`config.mk`:
```
export PLATFORM = sky130hd
export DESIGN_NAME = rotary_aim
export DESIGN_NICKNAME = d
export VERILOG_FILES = /design/src/rtl/rotary_aim.sv
export SDC_FILE = /design/constraint.sdc
export NUM_CORES = 1
export LEC_CHECK = 0
export BUFFER_PORTS_ARGS = -buffer_cell sky130_fd_sc_hd__buf_2
export CORE_UTILIZATION = 52
export CTS_BUF_LIST = sky130_fd_sc_hd__clkbuf_8
export DETAILED_ROUTE_END_ITERATION = 10
export PLACE_DENSITY = 0.79
export SLEW_MARGIN = 20
export SYNTH_ARGS = -nofsm -noshare
export SYNTH_HDL_FRONTEND = slang
export SYNTH_SLANG_ARGS = --single-unit
```
`constraint.sdc`:
```
create_clock -name clk_sys -period 1.9 [get_ports clk_sys]
set_clock_uncertainty 0.05 [all_clocks]
set_input_delay 0.38 -clock clk_sys [delete_from_list [all_inputs] [get_ports clk_sys]]
set_output_delay 0.38 -clock clk_sys [all_outputs]
set_load 0.02 [all_outputs]
```
`src/rtl/rotary_aim.sv`:
```
// -----------------------------------------------------------------------------
// rotary_aim
//
// Aim generator for one player of the SNK68 core. It produces the 12-position
// one-hot rotary word. The position moves in two ways:
//   - manual cw/ccw button edges;
//   - an automatic slew toward the 8-way stick angle, one step every STEP_DIV
//     clk_sys cycles.
//
// Optional feature macro: ROTARY_AIM_AUTO_EN
//   - defined:   stick decode, prescaler and automatic slew are built.
//   - undefined: manual cw/ccw only. The stick inputs are ignored and busy
//                is tied to 0.
//
// Parameters:
//   STEP_DIV  clk_sys cycles between automatic steps (>= 2)
//
// Ports:
//   clk_sys                  in   system clock
//   reset                    in   synchronous, active-high
//   up, down, left, right    in   aim-stick directions, active-high
//   cw, ccw                  in   manual rotate buttons, rising-edge detected
//   rotary[11:0]             out  one-hot aim position (bit pos set)
//   pos[3:0]                 out  position index 0..11
//   busy                     out  automatic slew in progress
// -----------------------------------------------------------------------------
module rotary_aim #(
   parameter int unsigned STEP_DIV = 1200000
) (
   input  logic        clk_sys,
   input  logic        reset,
   input  logic        up,
   input  logic        down,
   input  logic        left,
   input  logic        right,
   input  logic        cw,
   input  logic        ccw,
   output logic [11:0] rotary,
   output logic [3:0]  pos,
   output logic        busy
);

   logic        cw_p0;
   logic        ccw_p0;
   logic        cw_p1;
   logic        ccw_p1;
   logic        cw_rise;
   logic        ccw_rise;
   logic        man_cw;
   logic        man_ccw;
   logic        man_step;
   logic        busy_c;
   logic        auto_due;
   logic        auto_ccw;
   logic [3:0]  pos_q;
   logic [3:0]  pos_nxt;
   logic [11:0] rotary_q;

   // Position arithmetic, wrapping modulo 12.
   function automatic logic [3:0] pos_inc(input logic [3:0] p);
      return (p == 4'd11) ? 4'd0 : p + 4'd1;
   endfunction

   function automatic logic [3:0] pos_dec(input logic [3:0] p);
      return (p == 4'd0) ? 4'd11 : p - 4'd1;
   endfunction

   // (t - p) mod 12, formed as a signed difference folded into 0..11.
   function automatic logic [3:0] dist12(input logic [3:0] t, input logic [3:0] p);
      logic signed [4:0] diff;
      diff = signed'({1'b0, t}) - signed'({1'b0, p});
      if (diff < 5'sd0) diff = diff + 5'sd12;
      return diff[3:0];
   endfunction

   // ---- stage p0 / p1: button registration and edge history ----
   always_ff @(posedge clk_sys) begin
      if (reset) begin
         cw_p0  <= 1'b0;
         ccw_p0 <= 1'b0;
         cw_p1  <= 1'b0;
         ccw_p1 <= 1'b0;
      end else begin
         cw_p0  <= cw;
         ccw_p0 <= ccw;
         cw_p1  <= cw_p0;
         ccw_p1 <= ccw_p0;
      end
   end

   assign cw_rise  = cw_p0 & ~cw_p1;
   assign ccw_rise = ccw_p0 & ~ccw_p1;
   // Simultaneous edges in both directions cancel each other.
   assign man_cw   = cw_rise & ~ccw_rise;
   assign man_ccw  = ccw_rise & ~cw_rise;
   assign man_step = man_cw | man_ccw;

`ifdef ROTARY_AIM_AUTO_EN
   localparam int CNT_W = $clog2(STEP_DIV);
   localparam logic [CNT_W-1:0] CNT_LAST = CNT_W'(STEP_DIV - 1);

   logic             up_p0;
   logic             down_p0;
   logic             left_p0;
   logic             right_p0;
   logic [3:0]       tgt;
   logic             tvalid;
   logic [3:0]       dist;
   logic [CNT_W-1:0] cnt;

   // ---- stage p0: stick registration ----
   always_ff @(posedge clk_sys) begin
      if (reset) begin
         up_p0    <= 1'b0;
         down_p0  <= 1'b0;
         left_p0  <= 1'b0;
         right_p0 <= 1'b0;
      end else begin
         up_p0    <= up;
         down_p0  <= down;
         left_p0  <= left;
         right_p0 <= right;
      end
   end

   // Opposing directions pressed together give no usable angle.
   always_comb begin
      tgt    = 4'd0;
      tvalid = (up_p0 | down_p0 | left_p0 | right_p0)
               & ~(up_p0 & down_p0) & ~(left_p0 & right_p0);
      if (up_p0) begin
         if (left_p0)       tgt = 4'd2;
         else if (right_p0) tgt = 4'd10;
         else               tgt = 4'd0;
      end else if (down_p0) begin
         if (left_p0)       tgt = 4'd5;
         else if (right_p0) tgt = 4'd7;
         else               tgt = 4'd6;
      end else if (left_p0) begin
         tgt = 4'd3;
      end else begin
         tgt = 4'd9;
      end
   end

   assign dist     = dist12(tgt, pos_q);
   assign busy_c   = tvalid & (dist != 4'd0);
   // A half-turn (dist 6) resolves counter-clockwise.
   assign auto_ccw = (dist <= 4'd6);
   assign auto_due = busy_c & (cnt == CNT_LAST);

   // The prescaler only runs while a slew is pending. Any manual step
   // restarts the interval.
   always_ff @(posedge clk_sys) begin
      if (reset) begin
         cnt <= '0;
      end else if (man_step || !busy_c || cnt == CNT_LAST) begin
         cnt <= '0;
      end else begin
         cnt <= cnt + CNT_W'(1);
      end
   end
`else
   logic unused_stick;
   assign unused_stick = ^{up, down, left, right};
   assign busy_c       = 1'b0;
   assign auto_due     = 1'b0;
   assign auto_ccw     = 1'b0;
`endif

   // A manual edge takes priority; a coincident auto step is dropped.
   always_comb begin
      pos_nxt = pos_q;
      if (man_cw)        pos_nxt = pos_dec(pos_q);
      else if (man_ccw)  pos_nxt = pos_inc(pos_q);
      else if (auto_due) pos_nxt = auto_ccw ? pos_inc(pos_q) : pos_dec(pos_q);
   end

   // ---- output register: position and its one-hot image ----
   always_ff @(posedge clk_sys) begin
      if (reset) begin
         pos_q    <= 4'd0;
         rotary_q <= 12'h001;
      end else begin
         pos_q    <= pos_nxt;
         rotary_q <= 12'd1 << pos_nxt;
      end
   end

   assign rotary = rotary_q;
   assign pos    = pos_q;
   assign busy   = busy_c;

endmodule
```
==> flow_summary.toml, run 1 <==
[routing]
ant_nets = 0
drt-total-wl_um = 2120
drc = 0
route.vias.total = 788
initialDrtViolationCount = 24
viasPerCell = 5.88
firstDrtPassIters = 6
wl_per_cell_um = 15.8

[cts]
cts_root_buf = "clkbuf_8"
path_clk_slew_ns = 0.07
clockBufferDepth = 2
clk_latency_ns = 0.25
cts_tree = "built"
clock_sinks = 20
cts_buffers = 3
cts-htree-levels = 1

[synth]
ys_seq_area_share_pct = 44.0
synth_top_cell_area_share_pct = 44.0
synth_warnings = 0
synthTopCellsByArea = "dfxtp_1, nor4_1, nor2b_1, nor3_1, a311oi_4"
synth_nets = 100
synth_edf_count = 0
async_flop_share_pct = 0
ys_dominant_reg_cell = "dfxtp_1"
yosys.area.top_type = "dfxtp_1"
syn_area_per_cell_um2 = 10.1
ys_seq_elements = 20
synthCells = 90
ys_types = 36
synthesis.area_um2 = 911

[timing]
period_needed_ns = 1.82
setup_violations = 0
layout_setup_ws_ns = 0.0796
hold_violations = 0
timing.hold.ws_ns = 0.294
tns_ns = 0
max_freq_mhz = 549
period_share_pct = 95.8
maxSlewViolCount = 0
rsz0062_at_grt = "no"

[status]
outcome = "finished, final reports clean"

[die]
die_w_um = 43.9
rows = 14
coreArea_um2 = 1580
dieArea_um2 = 1920
initial_core_util_pct = 57.8
ioPinCount = 25
die_y_um = 43.9

[power]
p_per_area_nw_per_um2 = 893
power_leakage_nw = 0.536
vdd_drop_max_mv = 0.669

[global_routing]
grt_max_degree = 11
grt_pass1_vias = 719
grt_pass1_wl_um = 3210
grt_overflow = 0
grt_util_all_layers_pct = 22.7
antenna_found_initial = 0

[min_path]
hold_class = "primary input to register"
hold_path_depth = 2
hold_end = "cw_p0"
min_from = "cw"

[final_layout]
area_delta_synth_final_pct = 30.1
fillCellCount = 103
design_area_um2 = 1180
n_antenna_cell = 0
drive_gt1_share_pct = 50.0
fin_util_pct = 75.2
seq_area_um2 = 407
multi_input_area_um2 = 528
final_nets = 130

[critical_path]
cp_max_fo = 4
worstPathRequired_ns = 2.00
rrSetupSlack_ns = 0.08
worst_r2r_path_depth = 6
r2r_start = "pos[1]"
cp-end-kind = "register"
worstReg2RegEnd = "rotary[0]"
start_kind = "register"
cp.arrival_ns = 1.92
crit_path_start = "pos[1]"
path_class = "register to register"

[placement]
dp_hpwl_um = 1400
portBuffers = 19
place_ws_ns = 0.0514
post_dp_cell_area_um2 = 1050
gp_congestion = 0.831

[flow_run]
cap_viol_max_count = 0
==> what timing repair did <==
| item | 4_1_cts | 5_1_grt |
|---|---|---|
| buffers inserted | 0 | 4 |
| resized for setup | 0 | 17 |
| endpoints found under the setup margin | 0 | 4 |
| hold buffers | 0 | 0 |
==> cells in the mapped netlist, types with 2 or more instances <==
master and number:
dfxtp_1 20, nor4_1 8, inv_1 7, nor3_1 6, nor2_1 5, nor2b_1 5
nand2_1 4, nand3_1 3, ha_1 2, nand2b_1 2, nand2b_2 2, o211a_1 2
==> cell families (layout without fill, tap and decap cells) <==
family | after synthesis | after routing | synth area share, %
flip-flops | 20 | 20 | 44.0
AO/OA/AOI/OAI | 12 | 12 | 14.7
other | 1 | 1 | 0.412
buffers and inverters | 10 | 38 | 4.67
adder cells (fa/ha/maj) | 2 | 2 | 2.75
multiplexers | 3 | 3 | 4.81
AND/OR/NAND/NOR | 42 | 42 | 28.7
==> worst max-delay path by stage <==
stage | end | slack (ns) | cells after the start
6_report | rotary[0] | 0.08 | 6
5_1_grt | rotary[0] | 0.004 | 6
4_1_cts | rotary[0] | 0.02 | 6
3_5_place_dp | rotary[0] | 0.05 | 6
3_3_place_gp | rotary[0] | 0.13 | 6
2_1_floorplan | rotary[0] | 0.03 | 6
==> final cells by class <==
cell class              count  area share [%]
flip-flops and latches     20            34.3
well taps                  16            1.69
repair buffers             28            13.7
inverters                   7            2.22
multi-input cells          60            44.6
clock buffers               3            3.48
==> sequential cells by signal, indices dropped and copies added, names as in the netlist <==
| register | cells |
|---|---|
| ccw_p0 | 1 |
| ccw_p1 | 1 |
| cw_p0 | 1 |
| cw_p1 | 1 |
| pos | 4 |
| rotary | 12 |
==> report_power, final <==
group          switching (mW)  internal [mW]  leakage, nW
sequential             0.0157          0.450        0.165
combinational           0.194          0.132        0.349
clock                   0.126          0.141       0.0216
total                   0.336          0.723        0.536
==> stage by stage <==
step	instances	power, mW
after floorplan	90	0.668
after global placement	127	0.733
after detailed placement	127	0.746
after CTS	130	1.00
after global routing	134	1.10
final	134	1.06
==> cells in the final DEF (no fill, tap or decap), types with 4 or more instances in the layout <==
| master | n |
|---|---|
| nor4_1 | 7 |
| nor2_1 | 5 |
| buf_2 | 19 |
| buf_4 | 9 |
| nor3_1 | 6 |
| dfxtp_1 | 15 |
| dfxtp_2 | 5 |
| inv_1 | 4 |
| nor2b_1 | 5 |
==> per-layer routing <==
layer	up-vias	global-route usage [%]	share of wire, %
met2	32	36.7	54
met3	2	5.00	4.8
met5	-	0	0
met1	376	29.5	41
met4	0	9.09	0.66
li1	378	-	-
==> worst max-delay path: stages (launching register included) <==
cell,delay [ns]
dfxtp_2,0.34
inv_2,0.05
ha_4,0.16
o311a_1,0.34
o221ai_2,0.30
nand2_2,0.16
o41ai_4,0.32
Note: power is estimated with default switching activity, not from simulation.
==> inputs of run 2 (changes only) <==
Settings changed: PLACE_DENSITY 0.79 to default, PLACE_DENSITY_LB_ADDON from default to 0.2.
==> run 2 against run 1 <==
Compared with the run above:
- the flow now finishes with violations (DRC)
- via count increased by 3.3%
- register-to-register slack improved by 0.02 ns
- clock-buffer cell count unchanged
- wire length decreased by 0.14%
- maximum frequency increased by 1.2%
- combinational power decreased by 2%
- largest power group unchanged
==> flow_summary.toml, run 2 (same netlist as run 1, synthesis figures left out) <==
[status]
outcome = "complete, but fails checks"
violations = "DRC"

[critical_path]
crit_path_start = "pos[0]"
path_class = "register to register"
cp-end-kind = "register"
start_kind = "register"
r2r_start = "pos[0]"
cp.arrival_ns = 1.91
worstPathRequired_ns = 2.01
cp_max_fo = 5

[global_routing]
antenna_found_initial = 0
grt_pass1_wl_um = 2840
grt_max_degree = 13
grt_overflow = 0
grt_util_all_layers_pct = 20.2
grt_pass1_vias = 640

[cts]
clockBufferDepth = 2
cts_tree = "built"
cts_root_buf = "clkbuf_8"
cts_buffers = 3
path_clk_slew_ns = 0.07
cts-htree-levels = 1
clk_latency_ns = 0.26
clock_sinks = 20

[final_layout]
drive_gt1_share_pct = 49.2
area_delta_synth_final_pct = 30.8
final_nets = 129
largest_register_ffs = 12
n_antenna_cell = 0
layout_common_cells = "buf_2, dfxtp_1, buf_4"
final_common_cell = "buf_2"

[timing]
setup_violations = 0
tns_ns = 0
max_freq_mhz = 556
period_share_pct = 94.6
rsz0062_at_grt = "no"
hold_violations = 0
timing.hold.ws_ns = 0.284
period_needed_ns = 1.80
maxSlewViolCount = 0

[die]
coreArea_um2 = 1580
die_w_um = 43.9
dieArea_um2 = 1920
rows = 14
ioPinCount = 25
die_y_um = 43.9
initial_core_util_pct = 57.8

[routing]
route.vias.total = 814
wl_per_cell_um = 15.8
firstDrtPassIters = 7
drc = 3
ant_nets = 0
viasPerCell = 6.07
initialDrtViolationCount = 25
drt-total-wl_um = 2120

[power]
power_leakage_nw = 0.532
p_per_area_nw_per_um2 = 1010
vdd_drop_max_mv = 0.881

[flow_run]
cap_viol_max_count = 0

[placement]
gp_congestion = 0.817
dp_hpwl_um = 1300
portBuffers = 19

[min_path]
min_from = "ccw"
hold_class = "primary input to register"
-- run 2: per-stage QoR --
step           util [%]  std cells  setup WS, ns  cell area, um2  power (mW)
6_report           75.6        134         0.102            1190        1.21
5_1_grt            75.6        134       0.00963            1190        1.25
4_1_cts            71.5        132        0.0473            1130        1.16
3_5_place_dp       67.0        128         0.103            1060       0.748
3_3_place_gp       67.0        128         0.108            1060       0.738
2_1_floorplan         -         90        0.0254             912       0.668
-- run 2: worst paths after layout --
check         endpoint  slack (ns)  cells after the start
max reg2reg  rotary[0]        0.10                      8
min reg2reg     ccw_p1        0.44                      1
min             ccw_p0        0.28                      2
max          rotary[0]        0.10                      8
-- run 2: critical path, stage by stage, from the launching register on --
cell and delay, ns:
dfxtp_2 0.35, inv_2 0.06, ha_4 0.16, inv_2 0.06
nor4_2 0.04, buf_4 0.14, a311oi_4 0.41, nand2_2 0.16
o41ai_2 0.29
-- run 2: what timing repair did --
item | 4_1_cts | 5_1_grt
hold buffers | 0 | 0
setup buffers | 0 | 2
gates resized for setup | 0 | 14
setup endpoints to repair | 0 | 7
-- run 2: layer usage --
layer	GRT usage, %	routed length [um]	up-vias
met5	0	0	-
met4	9.09	41	0
met3	5.00	172	6
met2	29.9	1010	49
met1	27.9	891	374
li1	-	-	385
-- run 2: cell type report --
cell class | instances | area (um2)
repair buffers | 27 | 155
multi-input cells | 60 | 514
flip-flops and latches | 20 | 404
well taps | 16 | 20.0
clock inverters | 1 | 30.0
fillers | 110 | 385
clock buffers | 3 | 41.3
inverters | 7 | 26.3
-- run 2: power breakdown --
part           total (mW)  switching, mW  internal, mW
registers           0.466         0.0166         0.449
clock network       0.420          0.139         0.281
logic               0.320          0.192         0.128
==> inputs of run 3 (changes only) <==
Clock period 1.9 ns to 2 ns, I/O delays scaled along.
==> run 3 against run 2 <==
Compared with the run above:
- critical endpoint unchanged
- first-iteration DRC count stayed put
- design area is 6.9% lower
- largest power group unchanged
- clock-buffer cell count is 1 higher
- global-route usage is 2.6 points higher
- critical path depth is 2 lower
- maximum frequency is 2.4% lower
- combinational power is 16% lower
- the flow still finishes with violations (DRC)
==> flow_summary.toml, run 3 (same netlist as run 1, synthesis figures left out) <==
[timing]
rsz0062_at_grt = "no"
timing.hold.ws_ns = 0.301
period_needed_ns = 1.84
setup_violations = 0
period_share_pct = 92.2
maxSlewViolCount = 0
tns_ns = 0
max_freq_mhz = 543
hold_violations = 0

[cts]
cts_tree = "built"
cts_root_buf = "clkbuf_8"
cts-htree-levels = 1
clock_sinks = 20
cts_setup_buffers = 0
path_clk_slew_ns = 0.07
clockBufferDepth = 2
cts_buffers = 3
clk_latency_ns = 0.26

[critical_path]
crit_path_top_delay_cell = "dfxtp_1"
worstPathCellList = "inv_1 > ha_1 > mux2_2 > mux2i_4 > inv_1 > o41ai_2"
cp-end-kind = "register"
r2r_start = "pos[0]"
path_class = "register to register"
path_buf_inv = 2
cp_max_fo = 5
cpPeakStageDelay_ns = 0.35
cp.arrival_ns = 1.95
crit_top_cell = "inv_1"
worstPathRequired_ns = 2.11
cp_top_family = "multiplexers"
start_kind = "register"
crit_path_start = "pos[0]"

[final_layout]
fin_util_pct = 70.3
finalNonFillerCells = 131
final_nets = 126
layout_common_cells = "dfxtp_1, buf_2, inv_1, nor4_1, nor3_1"
area_delta_synth_final_pct = 21.7
n_antenna_cell = 0
final_common_cell = "dfxtp_1"
drive_gt1_share_pct = 37.4
largest_register_ffs = 12

[routing]
firstDrtPassIters = 10
drt-total-wl_um = 1920
ant_nets = 0
wl_per_cell_um = 14.6
initialDrtViolationCount = 25
drc = 3
route.vias.total = 770
viasPerCell = 5.88

[power]
p_per_area_nw_per_um2 = 915
vdd_drop_max_mv = 0.713
power_leakage_nw = 0.517
fin_total_pwr_mw = 1.01

[global_routing]
grt_pass1_vias = 677
grt_pass1_wl_um = 3160
antenna_found_initial = 0
met1_usage_pct = 28.8
grt_util_all_layers_pct = 22.8
grt_max_degree = 12
met3_usage_pct = 7.92
grt_overflow = 0
grt-busiest-layer = "met2"
met2_usage_pct = 35.8

[placement]
dp_hpwl_um = 1350
portBuffers = 19
gp_congestion = 0.792
place_inst = 127

[status]
violations = "DRC"
outcome = "complete, but fails checks"

[die]
die_y_um = 43.9
die_w_um = 43.9
ioPinCount = 25
dieArea_um2 = 1920
rows = 14
initial_core_util_pct = 57.8
coreArea_um2 = 1580

[flow_run]
cap_viol_max_count = 0

[min_path]
min_from = "ccw"
hold_class = "primary input to register"
run 3: changes by cell type in the layout (fill, tap and decap cells not counted), moves of 2 or more:
cell and delta:
nor4_2 -2, inv_1 +3, dfxtp_2 -3, nor4_1 +2, ha_1 +2, dfxtp_1 +3, inv_2 -3, buf_4 -3
ha_4 -2
run 3: worst paths after layout:
path	end	slack (ns)	cells after the start
min reg2reg	ccw_p1	0.45	1
max reg2reg	rotary[0]	0.16	6
max	rotary[0]	0.16	6
min	ccw_p0	0.30	2
run 3: layer usage:
layer / vias to the layer above / part of all wire, %
met1: 360 / 45
li1: 373 / -
met4: 0 / 1.3
met2: 33 / 48
met3: 4 / 6.4
met5: - / 0
run 3: metrics by stage:
stage	setup WS [ns]	instance area [um2]
finish	0.157	1110
global route	0.0553	1110
CTS	0.176	1100
detailed placement	0.206	1050
global placement	0.230	1050
floorplan	0.0753	911
run 3: final cells by class:
cell class | instances | area [um2]
Inverter | 7 | 26.3
Timing Repair Buffer | 24 | 133
Multi-Input combinational cell | 60 | 474
Tap cell | 16 | 20.0
Sequential cell | 20 | 400
Clock buffer | 4 | 55.1
Fill cell | 118 | 468
run 3: what timing repair did:
item	4_1_cts	5_1_grt
hold endpoints to repair	0	0
hold buffers	0	0
gates resized for setup	0	1
setup endpoints to repair	0	1
run 3: report_power, final:
group	switching (mW)	internal [mW]	leakage, nW	total (mW)
clock network	0.129	0.175	0.0288	0.304
logic	0.165	0.104	0.325	0.269
registers	0.0163	0.425	0.163	0.442
